### src/rtl/ram_stream_reader.sv
// ram_stream_reader: turns a (start address, length) command into a burst of
// 1-cycle-latency RAM reads and delivers the words as a valid/ready stream
// with a last marker. A 2-entry output buffer plus credit-based issue keeps
// backpressure lossless.
// Build option: RAM_STREAM_READER_BYTE_ADDR_EN selects byte addressing
// (address step DW/8); the default is word addressing (step 1).
module ram_stream_reader #(
    parameter int unsigned DW    = 32,
    parameter int unsigned AW    = 32,
    parameter int unsigned LEN_W = 16
) (
    input  logic             clk,
    input  logic             rst,
    input  logic             start,
    input  logic [AW-1:0]    start_addr,
    input  logic [LEN_W-1:0] length,
    output logic             busy,
    output logic             done,
    output logic             ren,
    output logic [AW-1:0]    r_addr,
    input  logic [DW-1:0]    r_data,
    output logic             m_valid,
    input  logic             m_ready,
    output logic [DW-1:0]    m_data,
    output logic             m_last
);

`ifdef RAM_STREAM_READER_BYTE_ADDR_EN
    localparam int unsigned ADDR_STEP = DW / 8;
`else
    localparam int unsigned ADDR_STEP = 1;
`endif
    localparam logic [AW-1:0] STEP = AW'(ADDR_STEP);

    typedef enum logic [1:0] {
        IDLE  = 2'd0,
        READ  = 2'd1,
        DRAIN = 2'd2
    } state_t;

    state_t            state;
    state_t            state_next;

    logic [AW-1:0]     addr_q;
    logic [LEN_W-1:0]  len_q;
    logic [LEN_W-1:0]  issue_cnt;
    logic [LEN_W-1:0]  beat_cnt;
    logic              inflight;
    logic              inflight_last;
    logic              done_q;

    logic [DW-1:0]     buf_data [2];
    logic              buf_last [2];
    logic              rd_ptr;
    logic              wr_ptr;
    logic [1:0]        count;

    logic              pop;
    logic              issue_last;
    logic              beat_last;
    logic              accept;
    logic              zero_start;
    logic [1:0]        occ;

    assign m_valid    = (count != 2'd0);
    assign pop        = m_valid & m_ready;
    assign issue_last = (issue_cnt == len_q - LEN_W'(1));
    assign beat_last  = (beat_cnt == len_q - LEN_W'(1));
    // Words held or still returning from the RAM after this cycle's pop.
    assign occ        = count + {1'b0, inflight} - {1'b0, pop};

    assign busy   = (state != IDLE);
    assign done   = done_q;
    assign r_addr = addr_q;
    assign m_data = buf_data[rd_ptr];
    assign m_last = m_valid & buf_last[rd_ptr];

    // State register.
    always_ff @(posedge clk) begin
        if (rst) state <= IDLE;
        else     state <= state_next;
    end

    // Next-state logic, read issue under credit, command acceptance.
    always_comb begin
        state_next = state;
        ren        = 1'b0;
        accept     = 1'b0;
        zero_start = 1'b0;
        case (state)
            IDLE: begin
                if (start) begin
                    if (length != '0) begin
                        accept     = 1'b1;
                        state_next = READ;
                    end else begin
                        zero_start = 1'b1;
                    end
                end
            end
            READ: begin
                if (occ < 2'd2) begin
                    ren = 1'b1;
                    if (issue_last) state_next = DRAIN;
                end
            end
            DRAIN: begin
                if (pop && beat_last) state_next = IDLE;
            end
            default: state_next = IDLE;
        endcase
    end

    // Command registers, issue/beat counters, in-flight tracking, done pulse.
    always_ff @(posedge clk) begin
        if (rst) begin
            addr_q        <= '0;
            len_q         <= '0;
            issue_cnt     <= '0;
            beat_cnt      <= '0;
            inflight      <= 1'b0;
            inflight_last <= 1'b0;
            done_q        <= 1'b0;
        end else begin
            done_q        <= zero_start | ((state == DRAIN) & pop & beat_last);
            inflight      <= ren;
            inflight_last <= ren & issue_last;
            if (accept) begin
                addr_q    <= start_addr;
                len_q     <= length;
                issue_cnt <= '0;
                beat_cnt  <= '0;
            end else begin
                if (ren) begin
                    issue_cnt <= issue_cnt + LEN_W'(1);
                    // Final read leaves r_addr on the last issued address.
                    if (!issue_last) addr_q <= addr_q + STEP;
                end
                if (pop) beat_cnt <= beat_cnt + LEN_W'(1);
            end
        end
    end

    // Output buffer: capture read data the cycle after ren, pop on handshake.
    always_ff @(posedge clk) begin
        if (rst) begin
            buf_data[0] <= '0;
            buf_data[1] <= '0;
            buf_last[0] <= 1'b0;
            buf_last[1] <= 1'b0;
            rd_ptr      <= 1'b0;
            wr_ptr      <= 1'b0;
            count       <= '0;
        end else begin
            if (inflight) begin
                buf_data[wr_ptr] <= r_data;
                buf_last[wr_ptr] <= inflight_last;
                wr_ptr           <= ~wr_ptr;
            end
            if (pop) rd_ptr <= ~rd_ptr;
            count <= count + {1'b0, inflight} - {1'b0, pop};
        end
    end

endmodule

### config.mk
export PLATFORM = sky130hd
export DESIGN_NAME = ram_stream_reader
export DESIGN_NICKNAME = d
export VERILOG_FILES = /design/src/rtl/ram_stream_reader.sv
export SDC_FILE = /design/constraint.sdc
export NUM_CORES = 1
export LEC_CHECK = 0
export BUFFER_PORTS_ARGS = -buffer_cell sky130_fd_sc_hd__buf_2
export CAP_MARGIN = 20
export CORE_MARGIN = 2
export CORE_UTILIZATION = 31
export CTS_CLUSTER_SIZE = 10
export DETAILED_ROUTE_END_ITERATION = 10
export GPL_TIMING_DRIVEN = 0
export RECOVER_POWER = 25
export SLEW_MARGIN = 25
export SYNTH_ARGS = -nofsm -noshare
export SYNTH_HDL_FRONTEND = slang
export SYNTH_SLANG_ARGS = --single-unit
### constraint.sdc
create_clock -name clk -period 5.3 [get_ports clk]
set_input_delay 1.325 -clock clk [delete_from_list [all_inputs] [get_ports clk]]
set_output_delay 1.325 -clock clk [all_outputs]
set_load 0.005 [all_outputs]
# Yosys cells after proc, flatten, opt, wreduce, memory -nomap -nowiden
# Memories as Yosys holds them, arrays and structs flattened. A register that Yosys moved wholly into a read port is not among the register bits.
# Cells that the tools add are included.
totals:
  regBits: 89
  latch_bits: 0
  ramBits: 66
  romBits: 0
  out_inout_bits: 69
  wordCells: 81
  memories: 2
mem_list:
  columns: ["memory", "words", "width", "read_ports", "rd_ports_with_merged_regs", "wr", "line", "source"]
  rows:
  - ["buf_data", 2, 32, 1, 1, 2, "52", "logic [DW-1:0] buf_data [2];"]
  - ["buf_last", 2, 1, 1, 1, 2, "53", "logic buf_last [2];"]
op_classes:
  addsub: 6
  mul: 0
  div_mod_pow: 0
  magnitude_cmp: 1
  eq_ne: 10
  n_shift: 0
  muxes: 32
  bitwise: 8
  n_reduce_logical: 11
op_table:
  columns: ["op", "count"]
  rows:
  - ["32-bit two-way mux", 4]
  - ["16-bit by 1-bit adder with 16-bit output (second input constant)", 2]
  - ["32-bit by 1-bit adder with 32-bit output (second input constant)", 1]
  - ["16-bit equality test", 2]
  - ["32-bit OR reduction", 1]
  - ["1-bit two-way mux", 22]
  - ["16-bit nonzero test", 1]
  - ["16-bit by 1-bit subtractor with 16-bit output (second input constant)", 1]
  - ["2-bit two-way mux", 5]
  - ["2-bit != test (second input constant)", 5]
  - ["2-bit case mux with 3 select lines", 1]
  - ["2-bit nonzero test", 3]
  - ["1-bit bitwise AND", 5]
  - ["5-bit AND reduction", 1]
  - ["2-bit by 1-bit adder with 2-bit output", 1]
  - ["2-bit by 1-bit equality test with 1-bit output (second input constant)", 1]
  - ["2-bit equality test (second input constant)", 1]
  - ["2-bit zero test", 1]
  - ["2-bit < comparator (second input constant)", 1]
  - ["2-bit by 1-bit != test with 1-bit output (second input constant)", 1]
  - ["1-bit NOT", 2]
  - ["2-bit AND reduction", 1]
  - ["2-bit OR reduction", 1]
  - ["2-bit by 1-bit subtractor with 2-bit output", 1]
  - ["3 further kinds", 3]

# Depth between registers and ports, before layout
# Gate-level depths: netlist of run 1.
depth:
  word_depth: 8
  ltp_mapped: 17
  ltp_nobuf: 16

# Least setup slack after synthesis of run 1
# OpenSTA, ideal clock, no wires.
synth_timing:
  path_type: "input to output"
  start: "input port m_ready"
  end: "output port ren"
  arrival_time_ns: 3.417
  t_required_ns: 3.975
  path_slack_ns: 0.558
  stages: 11
  path_buffers: 2
  path_cell_list: "nand2_1 > clkinv_1 > ha_1 > inv_1 > ha_1 > xor2_1 > xnor2_1 > nand2_1 > inv_1 > clkbuf_1 > clkbuf_1"
synth_between:
  elab_chain_len: 5
synth_lines:
  columns: ["element", "line", "source"]
  rows:
  - ["start, declared", "23", "input logic m_ready,"]
  - ["1-bit bitwise AND", "66", "assign pop = m_valid & m_ready;"]
  - ["net pop", "58", "logic pop;"]
  - ["2-bit by 1-bit subtractor with 2-bit output", "70", "assign occ = count + {1'b0, inflight} - {1'b0, pop};"]
  - ["2-bit < comparator", "102", "if (occ < 2'd2) begin"]
  - ["1-bit two-way mux", "102", null]
  - ["1-bit two-way mux", "90", "case (state)"]
  - ["end, declared", "19", "output logic ren,"]
# The timed path passes the listed nets, and every way through them passes these cells.

# Worst setup path after layout of run 1
# Ends and elaborated chain as after synthesis.

==> results of run 1 <==
## sequential cells by signal, summed over array words and instances (netlist names), 2 cells and up, named ones only
| register | cells |
|---|---|
| beat_cnt | 16 |
| r_addr | 32 |
| count | 2 |
| issue_cnt | 16 |
| len_q | 16 |
| state | 2 |
| buf_data | 64 |
| buf_last | 2 |
## final timing paths
check / slack, ps / cells past startpoint / to
hold / removal: 510 / 2 / len_q[1]
hold reg to reg: 510 / 2 / len_q[1]
setup / recovery: 390 / 12 / ren
setup reg to reg: 1210 / 12 / r_addr[20]
## logic make-up after synthesis
| logic type | Yosys count | synth area share |
|---|---|---|
| xor+xnor | 83 | 0.0912 |
| flops | 156 | 0.475 |
| compound gates | 106 | 0.0896 |
| buf+inv | 71 | 0.0367 |
| simple gates | 366 | 0.246 |
| fa+ha+maj | 6 | 0.00942 |
| mux | 38 | 0.0527 |
## critical path, cell delays in order
cell      delay, ps
buf_2            90
nand2_1         100
clkinv_1        210
ha_1            340
inv_1            40
ha_1            170
xor2_1          210
xnor2_2         170
nand2_2         160
inv_2           300
clkbuf_4        310
buf_2           140
## where the power goes
| part | leakage [uW] | switching, uW | internal [uW] |
|---|---|---|---|
| sequential | 0.00142 | 56.6 | 1350 |
| combinational | 0.00200 | 391 | 316 |
| clock | 0.000280 | 551 | 663 |
## area by class of cell
class                      instances  area (sq um)
clock inverter                    13           134
clock buffer                      19           433
inverter                          19          71.3
tap                              330           413
multi-input combinational        599          3910
sequential                       156          3780
buffer                            51           221
fill                            2543         15500
timing repair buffer             153           758
## through the flow
step	std cells	total power [uW]	utilization	setup TNS (ps)	area, sq um
floorplan	826	1860	-	0	7970
global placement	1308	2130	0.363	-557	9150
detailed placement	1309	2140	0.365	-562	9180
CTS	1341	3370	0.387	0	9750
global route	1340	3480	0.386	0	9730
finish	1340	3320	0.386	0	9730
## placed cells by master, fill, tap and decap left out, types with 14 or more instances in the layout
cell type  count
buf_2        131
dfxtp_1       90
nor2_1        81
clkbuf_1      68
nand2_1       66
edfxtp_1      66
and2_1        51
xor2_1        43
xnor2_1       39
mux2_2        32
a21oi_1       27
nand3_1       21
nand4_1       21
and2_0        20
or3_1         18
inv_1         17
clkbuf_16     17
nor3_1        16
a211oi_1      15
and3_1        14
## repair_timing
| action | in CTS | in global routing |
|---|---|---|
| gates resized for setup | 5 | 1 |
| endpoints found under the hold margin | 0 | 0 |
| setup endpoints to repair | 1 | 1 |
## routing by layer
metal | global-route usage | vias to the layer above | share of wire
met3 | 0.0341 | 22 | 0.057
met5 | 0 | - | 0
li1 | - | 3277 | -
met2 | 0.259 | 184 | 0.45
met1 | 0.222 | 3171 | 0.47
met4 | 0.0498 | 0 | 0.015
==> impl_metrics.ini, run 1 <==
[run_status]
status = finished, final reports clean

[place]
dp_hpwl_um = 15700
place_congestion = 0.835
port-buffer-count = 152
dp_slack_ps = -562

[critical_path]
r2r-start = len_q[0]
end_kind = output port
crit_path_start = m_ready
cp_max_fo = 15
critPathKind = input pin to output port
required_ps = 3970
cp_data_arrival_time_ps = 3580
start_kind = input pin

[synthesis]
synthCells = 826
yosys_warnings = 0
synth_commonest_cells = dfxtp_1 (90), nor2_1 (81), and2_1 (71)
synth-main-ff-cell = dfxtp_1
syn_area_sq_mm = 0.00797
synth_edf_count = 66
synth_top_area_frac = 0.249
async_flop_share = 0
avgSynthCellArea_sq_um = 9.65
synth.distinct_cells = 60
yosysSeqAreaShare = 0.475
synth_top_cells_by_area = edfxtp_1 (25%), dfxtp_1 (23%), and2_1 (5.6%), xor2_1 (4.7%), mux2_2 (4.5%)
yosysTopAreaCell = edfxtp_1
yosysMostFrequentCell = dfxtp_1
syn_nets = 916
ys_seq_elements = 156

[sta]
max_slew.worst_pin.slew_ps = 1100
drv_slew = 0
setup_ws_ps = 394
fin_crit_ps = 4910
fmax_mhz = 204
skew_ps = 14.9
period_share = 0.926
slew_headroom = 0.263
hold_violations = 0
rsz0062_at_grt = false
hold_slack_ps = 514
setup_viol = 0

[cts]
cts_root_buffer = clkbuf_16
clk-insertion-delay-late_ps = 430
cts.path.max_buffers = 2
ctsHtreeMaxLevel = 4
cts_setup_buffers = 0
cts.sinks = 156
cts_buffers = 17
cts-hold-fix-buffers = 0
cts.clk_slew.worst_paths_ps = 70
cts_tree = done

[worst_hold_path]
hold_path_class = register to register
hp-start = len_q[1]

[route]
vias = 6654
routed_wl_um = 21700
ant_nets = 0
wire_per_inst_um = 16.2
drc = 0
dr.first_iter.drc_count = 455
viasPerCell = 4.97
drt-pass1-iter-count = 5

[floorplan]
core_area_sq_mm = 0.0252
ios = 153
fp.dieW_um = 164
std_cell_rows = 58
start_util = 0.317
die_area_sq_mm = 0.0270
die_h_um = 164

[global_routing]
grt_max_degree = 34
antenna_found_initial = 0
grt_pass1_vias = 6268
gr-total-overflow = 0
grt_pass1_wl_um = 33900
grt_use_total = 0.163

[power_and_ir_drop]
peakVddDrop_uv = 198
p_leak_uw = 0.00370
power_density_mw_per_mm2 = 342

[final_layout]
drive_above_1_share = 0.211
finalNetCount = 1087
syn2layout_area_growth_pct = 22.0
antennaDiodeCount = 0

[job]
drv_cap = 0
(Power assumes the default switching activity.)
==> run 2, diff against run 1 <==
--- a/config.mk
+++ b/config.mk
@@ -9,6 +9,7 @@
 export CAP_MARGIN = 20
 export CORE_MARGIN = 2
 export CORE_UTILIZATION = 31
+export CTS_BUF_LIST = sky130_fd_sc_hd__clkbuf_2 sky130_fd_sc_hd__clkbuf_4 sky130_fd_sc_hd__clkbuf_8
 export CTS_CLUSTER_SIZE = 10
 export DETAILED_ROUTE_END_ITERATION = 10
 export GPL_TIMING_DRIVEN = 0
==> impl_metrics.ini, run 2 (synthesized netlist as in run 1, its figures left out) <==
[floorplan]
core_area_sq_mm = 0.0252
std_cell_rows = 58
fp.dieW_um = 164
die_area_sq_mm = 0.0270
ios = 153
start_util = 0.317
die_h_um = 164

[place]
dpl_cell_area_sq_mm = 0.00918
port-buffer-count = 152
dp_slack_ps = -562
dp_hpwl_um = 15700
place_congestion = 0.835

[worst_hold_path]
hold_path_class = register to register
hp-start = len_q[1]
min_to = len_q[1]
min_path_cells = 2

[critical_path]
critPathKind = input pin to output port
start_kind = input pin
cp_max_fo = 15
crit_chain = buf_2, nand2_1, clkinv_1, ha_1, inv_1, ha_1, xor2_1, xnor2_2, nand2_2, inv_2, clkbuf_4, buf_2
end_kind = output port
reg2reg_depth = 12
crit_buf_inv = 6
cp_data_arrival_time_ps = 3580
r2r-end = r_addr[20]
max_stage_delay_ps = 340
required_ps = 3970
r2r_setup_slack_ps = 1230
cp_top_family = buffers and inverters
critPathSlowestCell = ha_1
r2r-start = len_q[0]

[cts]
cts.clk_slew.worst_paths_ps = 90
cts_buffers = 17
cts_root_buffer = clkbuf_8
cts.path.max_buffers = 2
ctsHtreeMaxLevel = 4
cts_tree = done
clk-insertion-delay-late_ps = 460
cts.sinks = 156
cts_setup_buffers = 0
cts-hold-fix-buffers = 0

[final_layout]
largest_reg_flops = 64
top_register = buf_data
stdcell_area_sq_mm = 0.00954
syn2layout_area_growth_pct = 19.7
antennaDiodeCount = 0
final_cell_mix = buf_2 (132), dfxtp_1 (90), nor2_1 (81)
finalNetCount = 1087
final_common_cell = buf_2
drive_above_1_share = 0.214

[route]
routed_wl_um = 21600
drc = 0
vias = 6664
viasPerCell = 4.97
dr.first_iter.drc_count = 463
drt-pass1-iter-count = 5
wire_per_inst_um = 16.1
ant_nets = 0

[sta]
rsz0062_at_grt = false
fin_crit_ps = 4900
fmax_mhz = 204
slew_headroom = 0.315
period_share = 0.925
max_slew.worst_pin.slew_ps = 1020
drv_slew = 0
hold_violations = 0
skew_ps = 19.3
setup_viol = 0
setup_ws_ps = 397

[global_routing]
grt_max_degree = 34
gr-total-overflow = 0
antenna_found_initial = 0
grt_use_total = 0.162
grt_pass1_wl_um = 33800
grt_pass1_vias = 6253

[job]
drv_cap = 0

[power_and_ir_drop]
total_power_uw = 3020
peakVddDrop_uv = 135
p_leak_uw = 0.00362
power_density_mw_per_mm2 = 317

[run_status]
status = finished, final reports clean
run 2: how the worst max path moves through the flow:
stage	from	end	slack, ps	depth (start not counted)
finish	m_ready	ren	400	12
detailed placement	m_ready	ren	-560	13
floorplan	m_ready	ren	560	11
CTS	m_ready	ren	60	13
global placement	m_ready	ren	-560	13
global route	m_ready	ren	80	12
run 2: worst min-delay path, stage by stage (launching register included):
cell and delay (ps):
dfxtp_1 350, nand2_1 70, a21oi_1 50
run 2: per-layer routing:
metal  global-route usage  wire (um)  vias up
met5                    0          0        -
met4               0.0478        359        0
met3               0.0351       1210       23
met2                0.257       9740      190
met1                0.221      10300     3177
li1                     -          -     3274
run 2: cell type report:
| cell class | count | area, sq um |
|---|---|---|
| Clock inverter | 13 | 134 |
| Timing Repair Buffer | 153 | 759 |
| Clock buffer | 19 | 249 |
| Fill cell | 2569 | 15600 |
| Buffer | 51 | 221 |
| Sequential cell | 156 | 3780 |
| Multi-Input combinational cell | 599 | 3910 |
| Inverter | 19 | 71.3 |
| Tap cell | 330 | 413 |
run 2: what timing repair did:
item | CTS | global route
resized for setup | 5 | 1
endpoints found under the setup margin | 1 | 1
pin swaps | 0 | 0
run 2: stage by stage:
stage	hold slack [ps]	util	TNS, ps	std cells
2_1_floorplan	441	-	0	826
3_3_place_gp	490	0.363	-557	1308
3_5_place_dp	499	0.365	-562	1309
4_1_cts	512	0.380	0	1341
5_1_grt	546	0.379	0	1340
6_report	514	0.379	0	1340
run 2: report_power, final:
group	switching, uW	leakage [uW]	internal, uW	total (uW)
clock network	513	0.000200	397	911
logic	390	0.00200	318	708
registers	56.9	0.00142	1350	1400
total	961	0.00362	2060	3020
==> run 3, diff against run 2 <==
--- a/config.mk
+++ b/config.mk
@@ -9,7 +9,6 @@
 export CAP_MARGIN = 20
 export CORE_MARGIN = 2
 export CORE_UTILIZATION = 31
-export CTS_BUF_LIST = sky130_fd_sc_hd__clkbuf_2 sky130_fd_sc_hd__clkbuf_4 sky130_fd_sc_hd__clkbuf_8
 export CTS_CLUSTER_SIZE = 10
 export DETAILED_ROUTE_END_ITERATION = 10
 export GPL_TIMING_DRIVEN = 0
==> constraint.sdc (replaced) <==
create_clock -name clk -period 4.45 [get_ports clk]
set_input_delay 1.1125 -clock clk [delete_from_list [all_inputs] [get_ports clk]]
set_output_delay 1.1125 -clock clk [all_outputs]
set_load 0.005 [all_outputs]
==> impl_metrics.ini, run 3 (synthesized netlist as in run 1, its figures left out) <==
[run_status]
status = finished, final reports clean

[sta]
period_share = 0.932
rsz0062_at_grt = false
drv_slew = 0
hold_violations = 0
fmax_mhz = 241
skew_ps = 14.7
hold_slack_ps = 512
slew_headroom = 0.316
fin_crit_ps = 4150
max_slew.worst_pin.slew_ps = 1020
setup_viol = 0

[final_layout]
finalNonFillerCells = 1343
antennaDiodeCount = 0
stdcell_area_sq_mm = 0.00977
finalNetCount = 1090
final_common_cell = buf_2
final_cell_mix = buf_2 (131), dfxtp_1 (90), nor2_1 (81)
largest_reg_flops = 64
drive_above_1_share = 0.215
syn2layout_area_growth_pct = 22.5
top_register = buf_data
fin_util = 0.388
fillers = 2542

[critical_path]
r2r-start = len_q[0]
end_kind = output port
cp_max_fo = 19
critPathKind = input pin to output port
start_kind = input pin
r2r_setup_slack_ps = 420
cp_data_arrival_time_ps = 3030
reg2reg_depth = 12
r2r-end = r_addr[20]
required_ps = 3340

[power_and_ir_drop]
p_sw_frac = 0.299
internal_power_uw = 2790
combPwrFrac = 0.218
p_switching_uw = 1190
clockPowerShare = 0.363
power_density_mw_per_mm2 = 408
peakVddDrop_uv = 241
power_frac_seq = 0.419
p_leak_uw = 0.00372

[worst_hold_path]
min_to = len_q[1]
hp-start = len_q[1]
hold_path_class = register to register
min_path_cells = 2

[cts]
clk-insertion-delay-late_ps = 430
cts.path.max_buffers = 2
cts.clk_slew.worst_paths_ps = 60
cts.sinks = 156
cts_tree = done
cts-hold-fix-buffers = 0
ctsHtreeMaxLevel = 4
cts_buffers = 17
cts_root_buffer = clkbuf_16

[place]
dp_hpwl_um = 15700
port-buffer-count = 152
dpl_cell_area_sq_mm = 0.00918
dp_cells = 1309
place_congestion = 0.835

[floorplan]
die_area_sq_mm = 0.0270
core_area_sq_mm = 0.0252
ios = 153
die_h_um = 164
std_cell_rows = 58
fp.dieW_um = 164
start_util = 0.317

[global_routing]
grt_use_total = 0.163
grt_pass1_wl_um = 33900
grt_max_degree = 34
antenna_found_initial = 0
gr-total-overflow = 0
grt_pass1_vias = 6273

[route]
wire_per_inst_um = 16.1
routed_wl_um = 21700
dr.first_iter.drc_count = 455
drc = 0
viasPerCell = 4.97
drt-pass1-iter-count = 5
vias = 6672
ant_nets = 0

[job]
drv_cap = 0
## run 3: area by class of cell
type | instances | area [sq um] | area share
tap | 330 | 413 | 0.0423
clock buffer | 19 | 433 | 0.0443
sequential | 156 | 3780 | 0.387
buffer | 51 | 228 | 0.0233
clock inverter | 13 | 134 | 0.0137
multi-input combinational | 599 | 3920 | 0.401
timing repair buffer | 156 | 781 | 0.0799
inverter | 19 | 75.1 | 0.00769
## run 3: routing by layer
| metal | track usage | share of wire | vias to the layer above | wire length, um |
|---|---|---|---|---|
| li1 | - | - | 3280 | - |
| met4 | 0.0498 | 0.016 | 0 | 340 |
| met1 | 0.222 | 0.47 | 3168 | 10200 |
| met5 | 0 | 0 | - | 0 |
| met2 | 0.258 | 0.45 | 201 | 9800 |
| met3 | 0.0341 | 0.061 | 23 | 1310 |
## run 3: worst max-delay path by stage
stage,from,endpoint
3_3_place_gp,m_ready,ren
2_1_floorplan,m_ready,ren
6_report,m_ready,ren
5_1_grt,m_ready,ren
4_1_cts,m_ready,ren
3_5_place_dp,m_ready,ren
## run 3: stage by stage
stage	setup WS [ps]	power [uW]	TNS, ps
global placement	-982	2530	-3310
CTS	40.7	4020	0
floorplan	133	2220	0
finish	303	3980	0
global route	54.5	4180	0
detailed placement	-987	2550	-3620
## run 3: power by group through the flow
stage | Sequential (uW) | Combinational (uW) | Clock, uW
6_report | 1670 | 868 | 1450
5_1_grt | 1680 | 969 | 1530
4_1_cts | 1670 | 874 | 1480
3_5_place_dp | 1700 | 849 | 0
3_3_place_gp | 1700 | 835 | 0
2_1_floorplan | 1690 | 528 | 0
## run 3: worst max-delay path: stages
cell and delay, ps:
buf_2 90, nand2_1 120, clkinv_2 140, ha_1 290, inv_1 40, ha_1 200, xor2_2 160, xnor2_2 230
nand2_2 140, inv_4 130, clkbuf_8 230, buf_2 140
## run 3: timing repair
item                                   CTS  global route
setup endpoints to repair                1             1
gates resized for setup                 10             1
endpoints found under the hold margin    0             0
cloned                                   0             0
buffers inserted                         0             3
pin swaps                                0             2
